### config.mk
export PLATFORM = sky130hd
export DESIGN_NAME = seq_control
export DESIGN_NICKNAME = d
export VERILOG_FILES = /design/src/rtl/seq_control.sv
export SDC_FILE = /design/constraint.sdc
export NUM_CORES = 1
export LEC_CHECK = 0
export ABC_AREA = 1
export ABC_CLOCK_PERIOD_IN_PS = 2400
export BUFFER_PORTS_ARGS = -buffer_cell sky130_fd_sc_hd__buf_2
export CAP_MARGIN = 40
export CORE_ASPECT_RATIO = 0.6
export CORE_MARGIN = 2
export CORE_UTILIZATION = 34
export CTS_CLUSTER_DIAMETER = 60
export DETAILED_ROUTE_END_ITERATION = 6
export GPL_ROUTABILITY_DRIVEN = 0
export PLACE_DENSITY = 0.58
export SETUP_SLACK_MARGIN = 0.4
export SLEW_MARGIN = 10
export SYNTH_ARGS = -nofsm -noshare
export SYNTH_HDL_FRONTEND = slang
export SYNTH_SLANG_ARGS = --single-unit
### constraint.sdc
create_clock -name clk -period 2.4 [get_ports clk]
set_input_delay 0.36 -clock clk [delete_from_list [all_inputs] [get_ports clk]]
set_output_delay 0.36 -clock clk [all_outputs]
set_load 0.02 [all_outputs]
### src/rtl/seq_control.sv
// seq_control: multi-cycle instruction sequencer producing the per-phase datapath strobes,
// with fetch wait states, a port handshake with timeout, jump resolution and halt/fault states.
module seq_control #(
    parameter int unsigned TIMEOUT = 15
) (
    input  logic        clk,
    input  logic        do_reset_n,
    input  logic [3:0]  opcode,
    input  logic        isaluop,
    input  logic        fetch_ready,
    input  logic        br_cond,
    input  logic        port_ack,
    output logic        do_fetch,
    output logic        do_regload,
    output logic        do_aluop,
    output logic        do_regstore,
    output logic        do_next,
    output logic        mux_adj,
    output logic        portget,
    output logic        portset,
    output logic        halted,
    output logic        fault,
    output logic [2:0]  state,
    output logic [15:0] instr_count
);
    localparam logic [3:0] OP_LOADLO = 4'h1;
    localparam logic [3:0] OP_JMP    = 4'h2;
    localparam logic [3:0] OP_BR     = 4'h3;
    localparam logic [3:0] OP_IN     = 4'h4;
    localparam logic [3:0] OP_OUT    = 4'h5;
    localparam logic [3:0] OP_HALT   = 4'hF;
    localparam logic [3:0] TMO_LAST  = 4'(TIMEOUT - 1);

    typedef enum logic [2:0] {
        ST_RST   = 3'd0,
        ST_FETCH = 3'd1,
        ST_LOAD  = 3'd2,
        ST_EXEC  = 3'd3,
        ST_STORE = 3'd4,
        ST_NEXT  = 3'd5,
        ST_HALT  = 3'd6,
        ST_FAULT = 3'd7
    } state_t;

    typedef enum logic [2:0] {
        CL_NOP, CL_ALU, CL_LOADLO, CL_JMP, CL_BR, CL_IN, CL_OUT, CL_HALT
    } class_t;

    state_t      state_q, state_d;
    class_t      cls_q, cls_d;
    logic        take_jump_q, take_jump_d;
    logic [3:0]  tmo_q, tmo_d;
    logic [15:0] instr_count_q, instr_count_d;
    logic        do_fetch_q, do_fetch_d;
    logic        do_regload_q, do_regload_d;
    logic        do_aluop_q, do_aluop_d;
    logic        do_regstore_q, do_regstore_d;
    logic        do_next_q, do_next_d;
    logic        mux_adj_q, mux_adj_d;
    logic        portget_q, portget_d;
    logic        portset_q, portset_d;
    logic        halted_q, halted_d;
    logic        fault_q, fault_d;

    function automatic class_t decode_class(input logic alu, input logic [3:0] op);
        if (alu) return CL_ALU;
        case (op)
            OP_LOADLO: return CL_LOADLO;
            OP_JMP:    return CL_JMP;
            OP_BR:     return CL_BR;
            OP_IN:     return CL_IN;
            OP_OUT:    return CL_OUT;
            OP_HALT:   return CL_HALT;
            default:   return CL_NOP;
        endcase
    endfunction

    always_comb begin
        state_d       = state_q;
        cls_d         = cls_q;
        take_jump_d   = take_jump_q;
        tmo_d         = tmo_q;
        instr_count_d = instr_count_q;
        case (state_q)
            ST_RST:   state_d = ST_FETCH;
            ST_FETCH: if (fetch_ready) state_d = ST_LOAD;
            ST_LOAD: begin
                cls_d   = decode_class(isaluop, opcode);
                tmo_d   = '0;
                state_d = (cls_d == CL_HALT) ? ST_HALT : ST_EXEC;
            end
            ST_EXEC: begin
                if (!port_ack) tmo_d = tmo_q + 4'd1;
                case (cls_q)
                    CL_ALU, CL_LOADLO: state_d = ST_STORE;
                    CL_JMP: begin
                        take_jump_d = 1'b1;
                        state_d     = ST_NEXT;
                    end
                    CL_BR: begin
                        take_jump_d = br_cond;
                        state_d     = ST_NEXT;
                    end
                    // An ack in the last allowed cycle still wins over the timeout.
                    CL_IN, CL_OUT: begin
                        if (port_ack)
                            state_d = (cls_q == CL_IN) ? ST_STORE : ST_NEXT;
                        else if (tmo_q == TMO_LAST)
                            state_d = ST_FAULT;
                    end
                    default: state_d = ST_NEXT;
                endcase
            end
            ST_STORE: state_d = ST_NEXT;
            ST_NEXT: begin
                instr_count_d = instr_count_q + 16'd1;
                take_jump_d   = 1'b0;
                state_d       = ST_FETCH;
            end
            default: state_d = state_q;
        endcase

        // Outputs are decoded from the next state so they leave the flops glitch-free.
        do_fetch_d    = (state_d == ST_FETCH);
        do_regload_d  = (state_d == ST_LOAD);
        do_aluop_d    = (state_d == ST_EXEC) && (cls_d == CL_ALU);
        do_regstore_d = (state_d == ST_STORE);
        do_next_d     = (state_d == ST_NEXT);
        mux_adj_d     = (state_d == ST_NEXT) && take_jump_d;
        portget_d     = (state_d == ST_EXEC) && (cls_d == CL_IN);
        portset_d     = (state_d == ST_EXEC) && (cls_d == CL_OUT);
        halted_d      = (state_d == ST_HALT) || (state_d == ST_FAULT);
        fault_d       = (state_d == ST_FAULT);
    end

    always_ff @(posedge clk) begin
        if (!do_reset_n) begin
            state_q       <= ST_RST;
            cls_q         <= CL_NOP;
            take_jump_q   <= 1'b0;
            tmo_q         <= '0;
            instr_count_q <= '0;
            do_fetch_q    <= 1'b0;
            do_regload_q  <= 1'b0;
            do_aluop_q    <= 1'b0;
            do_regstore_q <= 1'b0;
            do_next_q     <= 1'b0;
            mux_adj_q     <= 1'b0;
            portget_q     <= 1'b0;
            portset_q     <= 1'b0;
            halted_q      <= 1'b0;
            fault_q       <= 1'b0;
        end else begin
            state_q       <= state_d;
            cls_q         <= cls_d;
            take_jump_q   <= take_jump_d;
            tmo_q         <= tmo_d;
            instr_count_q <= instr_count_d;
            do_fetch_q    <= do_fetch_d;
            do_regload_q  <= do_regload_d;
            do_aluop_q    <= do_aluop_d;
            do_regstore_q <= do_regstore_d;
            do_next_q     <= do_next_d;
            mux_adj_q     <= mux_adj_d;
            portget_q     <= portget_d;
            portset_q     <= portset_d;
            halted_q      <= halted_d;
            fault_q       <= fault_d;
        end
    end

    assign do_fetch    = do_fetch_q;
    assign do_regload  = do_regload_q;
    assign do_aluop    = do_aluop_q;
    assign do_regstore = do_regstore_q;
    assign do_next     = do_next_q;
    assign mux_adj     = mux_adj_q;
    assign portget     = portget_q;
    assign portset     = portset_q;
    assign halted      = halted_q;
    assign fault       = fault_q;
    assign state       = state_q;
    assign instr_count = instr_count_q;
endmodule

==> metrics <==
outcome=completed; DP Area=0.00210 mm^2; dpl hpwl=~3300 um; Max Transition Viols Final=0; Initial Utilization=0.358; synthesized netlist cell count=between 200 and 300; post-CTS sizing=0; Setup CP Type=reg -> reg; ant diodes=0; first-pass GRT wire length=7120 um; Worst Tran Pin Value=504 ps; vias in the first global route=1521; Top Ports=39; initial antenna violation count=0; Cells after DPL=360; Clock Skews=just over 8 ps; Final ANT Viol Nets=0; Max stage delay on crit path=500 ps; Area growth, synth to finish=20.1%; clock root buffer=clkbuf_8; P_leak=~1 nW; clock slew at reported path FFs=~70 ps; Pwr per Cell Area=622 mW/mm^2; Seq/Total Area, Yosys=0.403; required time at the worst-slack endpoint=approximately 2600 ps; FP Rows=20; setup TNS=0 ps; Hold-fix buffers, CTS=0; die height=between 60 and 70 um; Worst setup SP type=flip-flop; time the worst path needs with I/O delays and setup=1580 ps; postcts setup bufs=0; final instance area=0.00221 mm^2; Int Pwr=~0.0010 W; cell area after synthesis=about 0.0018 mm^2; Sw Pwr=approximately 0.00037 W; number of vias per cell=between 4 and 5; Syn Area/Cell=between 7 and 8 um^2; width of the chip=between 90 and 100 um; Fin Hold WS=~350 ps; CTS tree=yes; switch share=0.271; remaining global-route overflow=0; Slew HR=0.664; Tightest Hold Check Type=in -> reg; die footprint=approximately 0.0060 mm^2; drt first pass iters=4; CTS max path bufs=2; Max IR drop VDD=0.000261 V; Clock Latency Late Sink=just under 300 ps; share of cells above drive strength 1=0.209; WL final=about 4300 um; DRC=0; fmax=about 0.63 GHz; Tot Pwr=between 0.001 and 0.0015 W; hold path cells=3; DRT iter0 DRCs=76; final setup fails=0; clock group share of total power=0.377; Port Buffer Count=38; CP max-delay cell=dfxtp_1; clock tree sinks=37; syn nets=between 200 and 300; Fin. Hold Viols=0; via count=about 1.7k; Clock H-tree levels=2; RSZ-0062 raised after global routing=false; wire per inst=around 12 um; CTS Buf Count=5; worst r2r path cells=8; Flop pwr share=0.479; Non-Filler Instances=roughly 370; Synth warnings=0; Arrival @ worst endpoint=between 1500 and 2000 ps; CP cell instances=nand2_2, nor2_4, o21ai_1, nor2_1, nor2_1, nand2_1, nand2_1, nor3_1; critical-path maximum fanout=7; final net count=314; Critical Path End Type=flip-flop; Final period util=0.657; Core Box Area=about 0.0051 mm^2; pin count of the biggest net entering global routing=17; synthesized flop and latch total=37; global-route usage over all layers=0.154; Unique masters post-synth=32; MaxCap Viol Count=0; Combinational Power Share=0.144
area by class of cell:
class / instances / area, um^2
Clock buffer: 5 / 68.8
Clock inverter: 2 / 35.0
Fill cell: 523 / 2920
Inverter: 36 / 135
Multi-Input combinational cell: 183 / 955
Sequential cell: 37 / 741
Tap cell: 66 / 82.6
Timing Repair Buffer: 38 / 190
Yosys cell counts, drive strengths merged:
library cell,count,share of area
nor3,8,0.027
a21oi,15,0.049
xor2,2,0.0095
o21bai,2,0.0082
o211a,1,0.0054
nand3b,1,0.0041
clkbuf,1,0.0020
nand3,29,0.094
xnor2,1,0.0048
ha,3,0.020
nor3b,3,0.012
nor4,1,0.0034
nand2,54,0.11
dfxtp,37,0.40
o21a,2,0.0082
and3,1,0.0034
nor2,41,0.099
inv,36,0.074
buf,1,0.0020
nand4,6,0.020
o21ai,13,0.037
stage by stage:
stage	setup slack [ps]	util
3_3_place_gp	854	0.410
2_1_floorplan	868	-
5_1_grt	620	0.430
3_5_place_dp	840	0.410
4_1_cts	819	0.430
6_report	823	0.430
state kept, by name (all words and copies together) (netlist names):
signal,flops
do_regload,1
halted,1
portset,1
instr_count,16
mux_adj,1
do_regstore,1
portget,1
fault,1
do_aluop,1
tmo_q,4
state,3
take_jump_q,1
do_fetch,1
cls_q,3
do_next,1
worst max-delay path: cells and delay by family, from the launching register on:
kind | cells | cell delay, ps
and+or+nand+nor | 7 | 920
DFF | 1 | 500
AOI/OAI and AO/OA | 1 | 80
power groups by stage:
| stage | clock, W | combinational, W | sequential [W] |
|---|---|---|---|
| floorplan | 0 | 0.000122 | 0.000689 |
| global placement | 0 | 0.000199 | 0.000670 |
| detailed placement | 0 | 0.000197 | 0.000671 |
| CTS | 0.000534 | 0.000199 | 0.000657 |
| global route | 0.000561 | 0.000222 | 0.000661 |
| finish | 0.000518 | 0.000197 | 0.000657 |
cells in the final DEF, fill, tap and decap left out, drive strengths merged, types with 2 or more instances in the layout:
cell type,count
o21bai,2
buf,38
nor3,8
inv,36
dfxtp,37
nand3,29
o21ai,13
o21a,2
nor2,41
nor3b,3
a21oi,15
nand4,6
ha,3
nand2,54
xor2,2
clkbuf,5
logic make-up after synthesis:
family                   share of synthesized area
AO/OA/AOI/OAI                                0.108
AND/OR/NAND/NOR                              0.376
flip-flops                                   0.403
adder cells (fa/ha/maj)                     0.0204
XOR/XNOR                                    0.0143
buffers and inverters                       0.0776
worst paths after layout:
path,from,to,slack [ps]
worst min-delay path,fetch_ready,do_regload,350
worst max-delay path,state[0],mux_adj,820
worst min register to register,instr_count[8],instr_count[8],490
worst max register to register,state[0],mux_adj,820
routing by layer:
layer | vias up | wire length, um | global-route usage
met3 | 4 | 360 | 0.0622
li1 | 927 | - | -
met1 | 715 | 2420 | 0.237
met2 | 50 | 1480 | 0.182
met4 | 0 | 28 | 0.0587
met5 | - | 0 | 0
Power figures use the tool's default switching activity.
